### src/rtl/countdown_timer.sv
// countdown_timer: MM:SS BCD countdown clocked by the 1 Hz tick, with load / start-stop control and expiry flag.
// Latency: digits and status outputs update on the clk edge after the triggering input; a tick is seen one clk after its rising edge.
// Backpressure: none; load and start_stop are single-cycle pulses that are always accepted, with load taking priority over start_stop and start_stop over tick.
//
// Ports:
//   clk, RESET          100 MHz clock, asynchronous active-high reset
//   tick_in             1 Hz square wave; each rising edge is one second
//   load, load_min,     load pulse with binary minutes / seconds (clamped to
//   load_sec            MAX_MIN / MAX_SEC) -> IDLE with the loaded time
//   start_stop          toggles RUN / PAUSE; starts from IDLE when time is non-zero
//   min_tens..sec_ones  BCD digits of the remaining time
//   running, expired    registered state flags (RUN / EXPIRED)
//   done_pulse          single-cycle pulse on RUN -> EXPIRED
//   blank               display blank request
//
// Build option: define COUNTDOWN_BLINK_EN to flash the display (blank = ~tick_in,
// registered) while paused or expired. Without it blank is tied low.

module countdown_timer #(
  parameter int MAX_MIN = 99,
  parameter int MAX_SEC = 59
) (
  input  logic       clk,
  input  logic       RESET,
  input  logic       tick_in,
  input  logic       load,
  input  logic [6:0] load_min,
  input  logic [5:0] load_sec,
  input  logic       start_stop,
  output logic [3:0] min_tens,
  output logic [3:0] min_ones,
  output logic [3:0] sec_tens,
  output logic [3:0] sec_ones,
  output logic       running,
  output logic       expired,
  output logic       done_pulse,
  output logic       blank
);

  typedef enum logic [1:0] {
    ST_IDLE    = 2'd0,
    ST_RUN     = 2'd1,
    ST_PAUSE   = 2'd2,
    ST_EXPIRED = 2'd3
  } state_t;

  state_t     state_q, state_d;

  logic       tick_d_q;
  logic       rise;

  logic [3:0] min_tens_q, min_tens_d;
  logic [3:0] min_ones_q, min_ones_d;
  logic [3:0] sec_tens_q, sec_tens_d;
  logic [3:0] sec_ones_q, sec_ones_d;

  // One-second-decremented copy of the current digits.
  logic [3:0] dec_min_tens, dec_min_ones, dec_sec_tens, dec_sec_ones;

  logic [6:0] min_clamped;
  logic [6:0] sec_clamped;
  logic [7:0] min_bcd;
  logic [7:0] sec_bcd;

  logic       time_zero;
  logic       time_one;
  logic       do_dec;

  logic       running_q, running_d;
  logic       expired_q, expired_d;
  logic       done_q,    done_d;

  // Binary 0..99 to packed BCD {tens, ones}.
  function automatic logic [7:0] to_bcd(input logic [6:0] v);
    logic [3:0] tens;
    tens = 4'd0;
    for (int k = 1; k < 10; k++) begin
      if (v >= 7'(k * 10)) tens = 4'(k);
    end
    return {tens, 4'(v - 7'(tens) * 7'd10)};
  endfunction

  // ---------------------------------------------------------------------------
  // Tick edge detect
  // ---------------------------------------------------------------------------
  always_ff @(posedge clk or posedge RESET) begin
    if (RESET) tick_d_q <= 1'b0;
    else       tick_d_q <= tick_in;
  end

  assign rise = tick_in & ~tick_d_q;

  // ---------------------------------------------------------------------------
  // Load clamp and BCD conversion
  // ---------------------------------------------------------------------------
  assign min_clamped = (load_min > 7'(MAX_MIN)) ? 7'(MAX_MIN) : load_min;
  assign sec_clamped = ({1'b0, load_sec} > 7'(MAX_SEC)) ? 7'(MAX_SEC) : {1'b0, load_sec};
  assign min_bcd     = to_bcd(min_clamped);
  assign sec_bcd     = to_bcd(sec_clamped);

  assign time_zero = (min_tens_q == 4'd0) && (min_ones_q == 4'd0) &&
                     (sec_tens_q == 4'd0) && (sec_ones_q == 4'd0);
  assign time_one  = (min_tens_q == 4'd0) && (min_ones_q == 4'd0) &&
                     (sec_tens_q == 4'd0) && (sec_ones_q == 4'd1);

  // ---------------------------------------------------------------------------
  // BCD decrement with borrow chain sec_ones -> sec_tens -> min_ones -> min_tens
  // ---------------------------------------------------------------------------
  always_comb begin
    dec_min_tens = min_tens_q;
    dec_min_ones = min_ones_q;
    dec_sec_tens = sec_tens_q;
    dec_sec_ones = sec_ones_q;
    if (sec_ones_q != 4'd0) begin
      dec_sec_ones = sec_ones_q - 4'd1;
    end else if (sec_tens_q != 4'd0) begin
      dec_sec_tens = sec_tens_q - 4'd1;
      dec_sec_ones = 4'd9;
    end else if ((min_ones_q != 4'd0) || (min_tens_q != 4'd0)) begin
      dec_sec_tens = 4'd5;
      dec_sec_ones = 4'd9;
      if (min_ones_q != 4'd0) begin
        dec_min_ones = min_ones_q - 4'd1;
      end else begin
        dec_min_ones = 4'd9;
        dec_min_tens = min_tens_q - 4'd1;
      end
    end
  end

  // A tick only counts in RUN and only when no load / start_stop claims the cycle.
  // The zero guard keeps the digits from wrapping should RUN ever hold 00:00.
  assign do_dec = (state_q == ST_RUN) && rise && !load && !start_stop && !time_zero;

  // ---------------------------------------------------------------------------
  // Digit registers
  // ---------------------------------------------------------------------------
  always_comb begin
    min_tens_d = min_tens_q;
    min_ones_d = min_ones_q;
    sec_tens_d = sec_tens_q;
    sec_ones_d = sec_ones_q;
    if (load) begin
      min_tens_d = min_bcd[7:4];
      min_ones_d = min_bcd[3:0];
      sec_tens_d = sec_bcd[7:4];
      sec_ones_d = sec_bcd[3:0];
    end else if (do_dec) begin
      min_tens_d = dec_min_tens;
      min_ones_d = dec_min_ones;
      sec_tens_d = dec_sec_tens;
      sec_ones_d = dec_sec_ones;
    end
  end

  always_ff @(posedge clk or posedge RESET) begin
    if (RESET) begin
      min_tens_q <= 4'd0;
      min_ones_q <= 4'd0;
      sec_tens_q <= 4'd0;
      sec_ones_q <= 4'd0;
    end else begin
      min_tens_q <= min_tens_d;
      min_ones_q <= min_ones_d;
      sec_tens_q <= sec_tens_d;
      sec_ones_q <= sec_ones_d;
    end
  end

  // ---------------------------------------------------------------------------
  // FSM: state register
  // ---------------------------------------------------------------------------
  always_ff @(posedge clk or posedge RESET) begin
    if (RESET) state_q <= ST_IDLE;
    else       state_q <= state_d;
  end

  // ---------------------------------------------------------------------------
  // FSM: next state (load > start_stop > rise)
  // ---------------------------------------------------------------------------
  always_comb begin
    state_d = state_q;
    if (load) begin
      state_d = ST_IDLE;
    end else if (start_stop) begin
      unique case (state_q)
        ST_IDLE:    state_d = time_zero ? ST_IDLE : ST_RUN;
        ST_RUN:     state_d = ST_PAUSE;
        ST_PAUSE:   state_d = ST_RUN;
        ST_EXPIRED: state_d = ST_EXPIRED;
        default:    state_d = ST_IDLE;
      endcase
    end else if (rise && (state_q == ST_RUN) && time_one) begin
      state_d = ST_EXPIRED;
    end
  end

  // ---------------------------------------------------------------------------
  // FSM: outputs, decoded from the next state so the registered flags line up
  // with the state change.
  // ---------------------------------------------------------------------------
  always_comb begin
    running_d = (state_d == ST_RUN);
    expired_d = (state_d == ST_EXPIRED);
    done_d    = (state_q == ST_RUN) && (state_d == ST_EXPIRED);
  end

  always_ff @(posedge clk or posedge RESET) begin
    if (RESET) begin
      running_q <= 1'b0;
      expired_q <= 1'b0;
      done_q    <= 1'b0;
    end else begin
      running_q <= running_d;
      expired_q <= expired_d;
      done_q    <= done_d;
    end
  end

`ifdef COUNTDOWN_BLINK_EN
  // Blank follows the inverted 1 Hz wave while paused or expired so the
  // display flashes; it is held off while idle or counting.
  logic blank_q, blank_d;

  always_comb begin
    blank_d = ((state_d == ST_PAUSE) || (state_d == ST_EXPIRED)) && !tick_in;
  end

  always_ff @(posedge clk or posedge RESET) begin
    if (RESET) blank_q <= 1'b0;
    else       blank_q <= blank_d;
  end

  assign blank = blank_q;
`else
  assign blank = 1'b0;
`endif

  assign min_tens   = min_tens_q;
  assign min_ones   = min_ones_q;
  assign sec_tens   = sec_tens_q;
  assign sec_ones   = sec_ones_q;
  assign running    = running_q;
  assign expired    = expired_q;
  assign done_pulse = done_q;

endmodule
### config.mk
export PLATFORM = sky130hd
export DESIGN_NAME = countdown_timer
export DESIGN_NICKNAME = d
export VERILOG_FILES = /design/src/rtl/countdown_timer.sv
export SDC_FILE = /design/constraint.sdc
export NUM_CORES = 1
export LEC_CHECK = 0
export ABC_CLOCK_PERIOD_IN_PS = 2400
export CORE_MARGIN = 3
export CORE_UTILIZATION = 25
export DETAILED_ROUTE_END_ITERATION = 10
export PLACE_DENSITY = 0.46
export SYNTH_ARGS = -nofsm -noshare
export SYNTH_HDL_FRONTEND = slang
export SYNTH_SLANG_ARGS = --single-unit
### constraint.sdc
create_clock -name clk -period 2.4 [get_ports clk]
set_input_delay 0.48 -clock clk [delete_from_list [all_inputs] [get_ports clk]]
set_output_delay 0.48 -clock clk [all_outputs]
set_load 0.02 [all_outputs]
==> results.tsv <==
stage	metric	value	unit
placement	place_congestion	0.768	
yosys	ys_async_sr_fraction	1.00	
die	top_level_ports	38	
yosys	ys_seq_elements	22	
yosys	yosys.area_share.simple	0.285	
yosys	ys_warn_count	0	
yosys	synth_edf_count	0	
sta	fin_crit_sh	0.989	
worst_setup_path	path_class	input pin to flop	
global_route	grt_pass1_vias	1599	
yosys	syn_nets	216	
yosys	seq_area_frac_synth	0.329	
global_route	grt_pass1_wl	7410	um
route	drcViolationCount	0	
clock_network	path_clk_slew	0.09	ns
run_status	status	complete, no violations	
global_route	grt_use_total	0.120	
placement	dp_cells	333	
pwr	power	1.19	mW
route	drt_wl_total	4490	um
yosys	synth_top_family_by_area	simple AND/OR/NAND/NOR gates	
worst_setup_path	r2r-start	min_tens[0]	
pwr	max-vdd-ir-drop	0.189	mV
worst_setup_path	cp_max_fo	5	
worst_setup_path	r2r_slack	0.34	ns
cells_and_area	antennaDiodeCount	0	
yosys	synth-xor-area-share	0.0524	
die	start_util	0.260	
sta	period_needed	2.37	ns
worst_setup_path	cpLargestDelayFamily	adder cells	
sta	rsz0062_at_grt	true	
placement	hpwl	3450	um
sta	setup_viol	0	
worst_hold_path	hold_class	input pin to async pin	
yosys	syn_avg_cell_area	8.67	um2
worst_setup_path	critPathBufInv	3	
die	core	0.00642	mm2
yosys	synth_top_area_cell	dfrtp_1	
sta	fin_ws	0.0275	ns
die	core.rowCount	29	
clock_network	clkLatencyLatePin	0.27	ns
sta	fin_skew	0.0100	ns
sta	hold_violations	0	
worst_setup_path	crit_slowest_cell	fa_2	
route	viasPerCell	4.93	
clock_network	htreeDepth	1	
yosys	synthMostInstantiatedCell	dfrtp_1	
worst_setup_path	cpPeakStageDelay	0.33	ns
yosys	netlist_instances	193	
global_route	grt_max_degree	23	
global_route	grt-ovfl-total	0	
clock_network	cts-buffers-inserted	3	
route	ant_nets	0	
sta	whs	0.555	ns
yosys	synth_fa_ha_area_frac	0.0464	
cells_and_area	post-route-util	0.384	
worst_setup_path	crit_path_frequent_cell	xnor2_1	
sta	clock.fmax	421	MHz
route	drt_first_pass_iters	4	
yosys	synthDistinctLibCells	56	
sta	slew-limit-headroom	0.627	
route	post_drt_wl_per_cell	13.3	um
yosys	synth_compound_gate_area_share	0.181	
worst_setup_path	r2r_cells	7	
yosys	yosys-top-cells-count	dfrtp_1, nor2_1, nand2_1, a21oi_1, inv_1	
die	die_w	87.8	um
yosys	muxShareOfSynthArea	0.0501	
placement	placed_area	0.00240	mm2
die	dieArea	0.00771	mm2
placement	port_buffers	36	
cells_and_area	final_net_count	286	
clock_network	cts_tree	yes	
yosys	syn_area	0.00167	mm2
pwr	p_leak	1.05	nW
clock_network	ctsRootBufferMaster	clkbuf_8	
sta	worst_pin_slew	0.558	ns
route	num_vias	1666	
clock_network	cts.sinks	22	
die	die_y	87.8	um
sta	setup_tns	0	ns
clock_network	cts_buffer_depth	2	
worst_setup_path	r2r-end	sec_tens[2]	
clock_network	postCtsHoldBufs	0	
cells_and_area	syn_to_final_growth	47.3	%
run	max_cap_violations	0	
worst_setup_path	crit_path_end_kind	flop	
worst_setup_path	path_cells	dlygate4sd2_1 -> buf_6 -> nor4b_4 -> a22oi_2 -> o221ai_4 -> inv_2 -> ha_2 -> fa_2 -> xor2_1 -> xnor2_1 -> xnor2_1 -> mux2i_1	
worst_setup_path	crit_arrival	2.51	ns
global_route	antenna_found_initial	0	
yosys	synth_ff_type	dfrtp_1	
cells_and_area	final_cells	338	
cells_and_area	stdcell_area	0.00246	mm2
placement	place_ws	-0.561	ns
yosys	synth_top_area_frac	0.329	
worst_setup_path	critPathRequiredTime	2.54	ns
pwr	p_per_area	484	mW/mm2
worst_setup_path	critPathLaunchType	input pin	
yosys	synth_area_leaders	dfrtp_1, nor2_1, nand2_1	
sta	slew_viol_final	0	
route	drt_iter0_drc	71	
cells_and_area	drive_gt1_frac	0.249	
kinds of logic (layout without fill, tap and decap cells):
family          count (synthesis)  in the layout
compound gates                 46             46
xor+xnor                       10             10
fa+ha+maj                       5              5
buf+inv                        19             87
flops                          22             22
mux                             8              8
other cells                     1              1
simple gates                   82             82
cell usage in the layout, fill, tap and decap left out, types with 3 or more instances in the layout:
| cell | synthesis | layout |
|---|---|---|
| a21oi_1 | 11 | 11 |
| buf_4 | 3 | 37 |
| clkbuf_8 | 0 | 3 |
| clkdlybuf4s50_1 | 0 | 25 |
| dfrtp_1 | 22 | 22 |
| dlygate4sd2_1 | 0 | 8 |
| inv_1 | 9 | 8 |
| mux2_2 | 3 | 3 |
| mux2i_1 | 5 | 5 |
| nand2_1 | 15 | 15 |
| nand2b_1 | 5 | 4 |
| nand3_1 | 4 | 4 |
| nand3b_1 | 3 | 3 |
| nand4_1 | 3 | 3 |
| nor2_1 | 17 | 17 |
| nor2b_1 | 4 | 4 |
| nor3_1 | 7 | 7 |
| nor4_1 | 3 | 3 |
| o21a_1 | 6 | 6 |
| o21ai_0 | 8 | 8 |
| xnor2_1 | 4 | 4 |
| xor2_1 | 6 | 6 |
routing by layer:
layer / up-vias / wire, um / GRT usage
met2: 35 / 1930 / 0.178
met5: - / 0 / 0
li1: 836 / - / -
met3: 2 / 163 / 0.0160
met4: 0 / 39 / 0.0335
met1: 793 / 2360 / 0.179
registers in the layout, indices dropped and copies added (netlist names):
signal,flops
done_pulse,1
expired,1
min_ones,4
min_tens,4
running,1
sec_ones,4
sec_tens,4
state_q,2
tick_d_q,1
power breakdown:
part,leakage [nW],switching [mW],internal (mW)
logic,0.762,0.227,0.242
registers,0.269,0.0699,0.416
clock network,0.0216,0.124,0.112
total,1.05,0.421,0.770
area by class of cell:
| class | count | area (um2) |
|---|---|---|
| Clock buffer | 3 | 41.3 |
| Fill cell | 669 | 3960 |
| Inverter | 9 | 33.8 |
| Multi-Input combinational cell | 152 | 1100 |
| Sequential cell | 22 | 551 |
| Tap cell | 77 | 96.3 |
| Timing Repair Buffer | 75 | 643 |
repair_timing:
item,4_1_cts,5_1_grt
pin swaps,6,4
gates resized for setup,14,7
endpoints found under the hold margin,0,0
setup endpoints to repair,3,3
buffers inserted,2,0
worst max path at each step:
stage	start	to	slack [ns]	depth (start not counted)
global placement	load_min[2]	min_ones[3]	-0.51	11
global route	load_min[3]	min_ones[3]	-0.06	12
CTS	load_min[2]	min_ones[3]	-0.02	11
detailed placement	load_min[5]	min_ones[3]	-0.56	11
finish	load_min[3]	min_ones[3]	0.03	12
floorplan	load_min[6]	min_ones[3]	-0.05	10
tightest hold or removal path, cell delays in order:
cell	delay, ns
clkdlybuf4s50_1	0.40
inv_1	0.05
buf_4	0.29
Note: power is estimated with default switching activity, not from simulation.
